File: config.mk
export PLATFORM = sky130hd
export DESIGN_NAME = seg7_scan_driver
export DESIGN_NICKNAME = d
export VERILOG_FILES = /design/src/rtl/seg7_pkg.sv /design/src/rtl/seg7_glyph.sv /design/src/rtl/seg7_scan_driver.sv
export SDC_FILE = /design/constraint.sdc
export NUM_CORES = 1
export LEC_CHECK = 0
export CORE_MARGIN = 1
export CORE_UTILIZATION = 40
export DETAILED_ROUTE_END_ITERATION = 7
export PLACE_DENSITY_LB_ADDON = 0.15
export SETUP_SLACK_MARGIN = 0.4
export SLEW_MARGIN = 20
export SYNTH_ARGS = -nofsm -noshare
export SYNTH_HDL_FRONTEND = slang
export SYNTH_SLANG_ARGS = --single-unit
File: constraint.sdc
create_clock -name clk -period 2.69 [get_ports clk]
set_input_delay 0.6725 -clock clk [delete_from_list [all_inputs] [get_ports clk]]
set_output_delay 0.6725 -clock clk [all_outputs]
set_load 0.02 [all_outputs]
File: src/rtl/seg7_pkg.sv
// Shared constants for the seven-segment scan driver: glyph patterns (active-low
// {g,f,e,d,c,b,a}), special display codes and a code classification helper.
package seg7_pkg;

   localparam logic [6:0] GLYPH_0     = 7'b1000000;
   localparam logic [6:0] GLYPH_1     = 7'b1111001;
   localparam logic [6:0] GLYPH_2     = 7'b0100100;
   localparam logic [6:0] GLYPH_3     = 7'b0110000;
   localparam logic [6:0] GLYPH_4     = 7'b0011001;
   localparam logic [6:0] GLYPH_5     = 7'b0010010;
   localparam logic [6:0] GLYPH_6     = 7'b0000010;
   localparam logic [6:0] GLYPH_7     = 7'b1111000;
   localparam logic [6:0] GLYPH_8     = 7'b0000000;
   localparam logic [6:0] GLYPH_9     = 7'b0011000;
   localparam logic [6:0] GLYPH_MINUS = 7'b0111111;
   localparam logic [6:0] GLYPH_ERR   = 7'b0000110;
   localparam logic [6:0] GLYPH_BLANK = 7'b1111111;

   localparam logic [3:0] CODE_MINUS  = 4'd15;
   localparam logic [3:0] CODE_ERR_LO = 4'd10;
   localparam logic [3:0] CODE_ERR_HI = 4'd14;

   typedef enum logic {
      PH_BLANK,
      PH_LIT
   } slot_phase_e;

   function automatic logic is_err_code(input logic [3:0] code);
      return (code >= CODE_ERR_LO) && (code <= CODE_ERR_HI);
   endfunction

endpackage

File: src/rtl/seg7_glyph.sv
// Combinational code-to-glyph map; a set blank flag forces all segments dark.
module seg7_glyph (
   input  logic [3:0] code,
   input  logic       blank,
   output logic [6:0] seg
);
   import seg7_pkg::*;

   always_comb begin
      seg = GLYPH_BLANK;
      if (!blank) begin
         case (code)
            4'd0:       seg = GLYPH_0;
            4'd1:       seg = GLYPH_1;
            4'd2:       seg = GLYPH_2;
            4'd3:       seg = GLYPH_3;
            4'd4:       seg = GLYPH_4;
            4'd5:       seg = GLYPH_5;
            4'd6:       seg = GLYPH_6;
            4'd7:       seg = GLYPH_7;
            4'd8:       seg = GLYPH_8;
            4'd9:       seg = GLYPH_9;
            CODE_MINUS: seg = GLYPH_MINUS;
            default:    seg = GLYPH_ERR;
         endcase
      end
   end

endmodule

File: src/rtl/seg7_scan_driver.sv
// Time-multiplexed multi-digit seven-segment driver with a tear-free double
// buffer, per-slot blanking guard and optional leading-zero suppression.
module seg7_scan_driver #(
   parameter int NUM_DIGITS   = 4,
   parameter int REFRESH_DIV  = 50000,
   parameter int BLANK_CYCLES = 2000
) (
   input  logic                    clk,
   input  logic                    reset,
   input  logic [4*NUM_DIGITS-1:0] digits_i,
   input  logic                    load_i,
   input  logic                    lz_en_i,
   output logic [6:0]              seg_o,
   output logic [NUM_DIGITS-1:0]   an_o,
   output logic                    frame_o,
   output logic                    err_o
);
   import seg7_pkg::*;

   localparam int DIV_W = (REFRESH_DIV > 1) ? $clog2(REFRESH_DIV) : 1;
   localparam int IDX_W = (NUM_DIGITS > 1) ? $clog2(NUM_DIGITS) : 1;
   localparam logic [DIV_W-1:0] DIV_LAST  = DIV_W'(REFRESH_DIV - 1);
   localparam logic [IDX_W-1:0] IDX_LAST  = IDX_W'(NUM_DIGITS - 1);
   localparam logic [DIV_W-1:0] BLANK_END = DIV_W'(BLANK_CYCLES);

   logic [DIV_W-1:0]        div;
   logic [IDX_W-1:0]        idx;
   logic [4*NUM_DIGITS-1:0] display;
   logic [4*NUM_DIGITS-1:0] pending;
   logic                    pend_flag;

   logic                    div_wrap;
   logic                    boundary;
   slot_phase_e             phase;
   logic [3:0]              disp_code [NUM_DIGITS];
   logic [NUM_DIGITS-1:0]   lz_mask;
   logic [3:0]              cur_code;
   logic                    cur_blank;

   logic [6:0]              seg_p0;
   logic [NUM_DIGITS-1:0]   an_p0;
   logic                    frame_p0;
   logic                    err_p0;

   assign div_wrap = (div == DIV_LAST);
   assign boundary = div_wrap && (idx == IDX_LAST);

   always_ff @(posedge clk or posedge reset) begin
      if (reset) begin
         div <= '0;
         idx <= '0;
      end else if (div_wrap) begin
         div <= '0;
         idx <= (idx == IDX_LAST) ? '0 : idx + 1'b1;
      end else begin
         div <= div + 1'b1;
      end
   end

   // A load landing on the boundary cycle bypasses pending so it is not a frame late.
   always_ff @(posedge clk or posedge reset) begin
      if (reset) begin
         display   <= '0;
         pending   <= '0;
         pend_flag <= 1'b0;
      end else if (boundary) begin
         if (load_i) begin
            display <= digits_i;
         end else if (pend_flag) begin
            display <= pending;
         end
         pend_flag <= 1'b0;
      end else if (load_i) begin
         pending   <= digits_i;
         pend_flag <= 1'b1;
      end
   end

   always_comb begin
      for (int k = 0; k < NUM_DIGITS; k++) begin
         disp_code[k] = display[4*k +: 4];
      end
   end

   // Walk down from the top digit; suppression stops at the first nonzero code.
   always_comb begin
      logic upper_zero;
      upper_zero = 1'b1;
      lz_mask    = '0;
      for (int k = NUM_DIGITS - 1; k >= 1; k--) begin
         upper_zero = upper_zero && (disp_code[k] == 4'd0);
         lz_mask[k] = lz_en_i && upper_zero;
      end
   end

   always_comb begin
      err_p0 = 1'b0;
      for (int k = 0; k < NUM_DIGITS; k++) begin
         if (is_err_code(disp_code[k])) begin
            err_p0 = 1'b1;
         end
      end
   end

   assign phase     = (div < BLANK_END) ? PH_BLANK : PH_LIT;
   assign cur_code  = disp_code[idx];
   assign cur_blank = (phase == PH_BLANK) || lz_mask[idx];

   seg7_glyph u_glyph (
      .code  (cur_code),
      .blank (cur_blank),
      .seg   (seg_p0)
   );

   assign an_p0    = (phase == PH_BLANK) ? '1 : ~(NUM_DIGITS'(1) << idx);
   assign frame_p0 = (idx == '0) && (div == '0);

   // Stage 1: registered pins
   always_ff @(posedge clk or posedge reset) begin
      if (reset) begin
         seg_o   <= GLYPH_BLANK;
         an_o    <= '1;
         frame_o <= 1'b0;
         err_o   <= 1'b0;
      end else begin
         seg_o   <= seg_p0;
         an_o    <= an_p0;
         frame_o <= frame_p0;
         err_o   <= err_p0;
      end
   end

endmodule

==> out/results.txt <==
Post-synthesis average cell area: 11.1 um2
Required time at the endpoint of the critical path: 2.90 ns
Final Worst Setup Slack: 0.537 ns
CP arrival: 2.36 ns
DRC violations left: 0
Hold_ws: 0.505 ns
DRT Pass-1 Iters: 4
Maximum fanout along the worst path: 16
Share of cells above drive strength 1: 21.5%
Post CTS Setup Buffer Count: 0
Setup TNS: 0 ns
Multi-input gate area: 1560 um2
CORE AREA: 8180 um2
Clk buf depth: 2
Leak: 1.70 nW
FF-to-FF Start: div[0]$_DFF_PP0_
Total CTS buffers: 9
Fmax: 464 MHz
Clock transition at path regs: 0.07 ns
Status: complete, no violations
Switching share of power: 23.5%
Flop2flop setup slack: 0.54 ns
Top_reg_cell synth: dfrtp_1
Diodes inserted: 0
Initial Util: 41.3%
Final clock skew: 0.0100 ns
PD cells: 489 nW/um2
DR vias: 2356
WP buf/inv: 1
Final wirelength: 6.48 mm
Sequential power share: 52.8%
Register area: 1620 um2
First-pass GRT wire length: 11.5 mm
Maximum level of the CTS H-tree: 3
RSZ-0062 raised after global routing: false
CTS root buffer: clkbuf_8
Hold depth: 1
Reg2reg path depth: 6
Gpl congestion: 0.768
Most frequent cells in the layout: 53 x dfrtp_1, 32 x clkdlybuf4s50_1, 25 x inv_1, 25 x o21ai_0, 23 x nand3_1
Crit Path Class: reg -> reg
Layout area overhead: 18.2%
Detailed placement HPWL: 4.60 mm
Yosys reg bits: 64
Logic pwr share: 9.9%
Async set-reset flop share out of synthesis: 100%
Cts repair resizes: 0
Period utilization: 80.0%
Mapped Cells: 304
Vias per inst: 5.25
Overall Global Routing Usage: 17.0%
Final Setup Violations: 0
Non-filler instance count after layout: 449
Max Cap Violations: 0
Congestion Overflow GR: 0
Hold Vio Cnt, Final: 0
Post-layout util: 48.8%
Max_slew headroom: 52.1%
CTS Hold Bufs: 0
Number of synthesis warnings: 0
Setup WS pre-CTS: 0.483 ns
Tmin final: 2.15 ns
# port buffers: 32
Pint: 1.49 mW
Most common cell after layout, fill and taps aside: dfrtp_1
Synth cell types: 47
Initial DRC count: 110
Worst IR Drop VDD: 246 uV
Clock power share: 37.3%
Antenna violations before repair: 0
I/O Pins: 33
Die Area: 8810 um2
Nets@finish: 370
WL per Instance: 14.4 um
DIE HEIGHT: 93.9 um
CP Cell Sequence: ha_1 -> and3_1 -> and4_4 -> a31oi_4 -> buf_4 -> mux2_2
R2R Path End: pending[11]$_DFFE_PP0P_
Fill cells: 766
Mapped Area: 3380 um2
Worst Tran Pin Value: 0.714 ns
Cell Rows: 33
Post-synth EDFFs: 0
CTS tree: done
Die extent in x: 93.9 um
Hold crit path type: reg -> reg
Crit-path leading delay family: simple AND/OR/NAND/NOR gates
CP Launch Type: flop
Psw: 0.458 mW
Slew Viols, Final: 0
Sink Count: 64
Largest net degree at the start of global routing: 33
DP Cell Count: 433
Worst Hold End: pending[9]$_DFFE_PP0P_
Worst-skew pair later-pin latency: 0.33 ns
Post-DRT Antenna Nets: 0
Vias in the first global route: 2367
Crit path depth: 6
Seq/Total Area, Yosys: 47.9%
Slowest-stage cell, CP: dfrtp_1
Biggest cell delay along the critical path: 0.43 ns
Post-synth net total: 335
Worst setup EP type: flop
Hold Startpoint: pending[9]$_DFFE_PP0P_
## state kept, by name, summed over array words and instances (netlist names)
| signal | flops |
|---|---|
| seg_o | 7 |
| display | 16 |
| err_o | 1 |
| idx | 2 |
| pending | 16 |
| div | 16 |
| an_o | 4 |
| frame_o | 1 |
| pend_flag | 1 |
## cells by family (layout without fill, tap and decap cells)
logic type / Yosys count / after routing / share of synthesized area (%)
AO/OA/AOI/OAI: 63 / 63 / 14.5
XOR/XNOR: 12 / 12 / 3.11
adder cells (fa/ha/maj): 11 / 11 / 4.08
buffers and inverters: 43 / 83 / 5.86
flip-flops: 64 / 64 / 47.9
multiplexers: 23 / 23 / 10.0
AND/OR/NAND/NOR: 88 / 88 / 14.6
## final cells by class
class                           count  share of cell area (%)
Clock buffer                       15                    4.17
Clock inverter                      1                   0.125
Inverter                           26                    2.45
Multi-Input combinational cell    197                    39.2
Sequential cell                    64                    40.5
Tap cell                          105                    3.29
Timing Repair Buffer               41                    10.3
## power groups by stage
stage          Clock (mW)  Combinational, mW  Sequential, mW
2_1_floorplan           0              0.131            1.04
3_3_place_gp            0              0.193            1.05
3_5_place_dp            0              0.197            1.05
4_1_cts             0.764              0.197            1.03
5_1_grt             0.806              0.218            1.03
6_report            0.728              0.193            1.03
## synthesized netlist by cell type, types with 2 or more instances
cell | instances | share of area [%]
dfrtp_1 | 53 | 39
inv_1 | 26 | 2.9
o21ai_0 | 25 | 3.7
nand3_1 | 23 | 3.4
nand2_1 | 17 | 1.9
nor2_1 | 15 | 1.7
dfstp_2 | 11 | 8.6
ha_1 | 11 | 4.1
a2bb2oi_2 | 10 | 4.4
mux2_4 | 10 | 4.4
clkbuf_1 | 7 | 0.78
xnor2_1 | 7 | 1.8
a2bb2oi_1 | 6 | 1.6
mux2_2 | 6 | 2.0
nor4_1 | 6 | 1.1
a21oi_1 | 5 | 0.74
buf_2 | 5 | 0.74
xor2_1 | 5 | 1.3
a31oi_1 | 4 | 0.74
mux4_2 | 4 | 2.7
nand4_1 | 4 | 0.74
o21bai_1 | 4 | 0.89
and3_1 | 3 | 0.56
and4_1 | 3 | 0.78
buf_6 | 3 | 1.0
mux2i_1 | 3 | 0.89
nor3_1 | 3 | 0.44
a21o_1 | 2 | 0.44
and2_1 | 2 | 0.37
buf_4 | 2 | 0.44
nor3_2 | 2 | 0.59
o31ai_1 | 2 | 0.44
## per-layer routing
layer	vias up	wire length [um]	share of wire, %	track usage (%)
met5	-	0	0	0
met4	0	127	2.0	7.69
met3	9	209	3.2	3.72
met2	39	2770	43	24.0
met1	1167	3370	52	24.7
li1	1141	-	-	-
## stage by stage
step                      instance area [um2]  power, mW
after CTS                                3990       1.99
after global placement                   3820       1.24
after detailed placement                 3820       1.24
after floorplan                          3380       1.17
after global routing                     3990       2.06
final                                    3990       1.95
## worst reg2reg max path, cell delays in order (launching register included)
cell and delay (ns):
dfrtp_1 0.43, ha_1 0.25, and3_1 0.28, and4_4 0.24
a31oi_4 0.16, buf_4 0.31, mux2_2 0.38
## worst max-delay path by stage
stage | end | start
after floorplan | display[0]$_DFFE_PP0P_ | reset
after global placement | pending[12]$_DFFE_PP0P_ | load_i
after detailed placement | pending[12]$_DFFE_PP0P_ | load_i
final | pending[11]$_DFFE_PP0P_ | div[0]$_DFF_PP0_
after global routing | idx[0]$_DFFE_PP0N_ | div[12]$_DFF_PP0_
after CTS | pending[11]$_DFFE_PP0P_ | div[0]$_DFF_PP0_
Power figures use the tool's default switching activity.
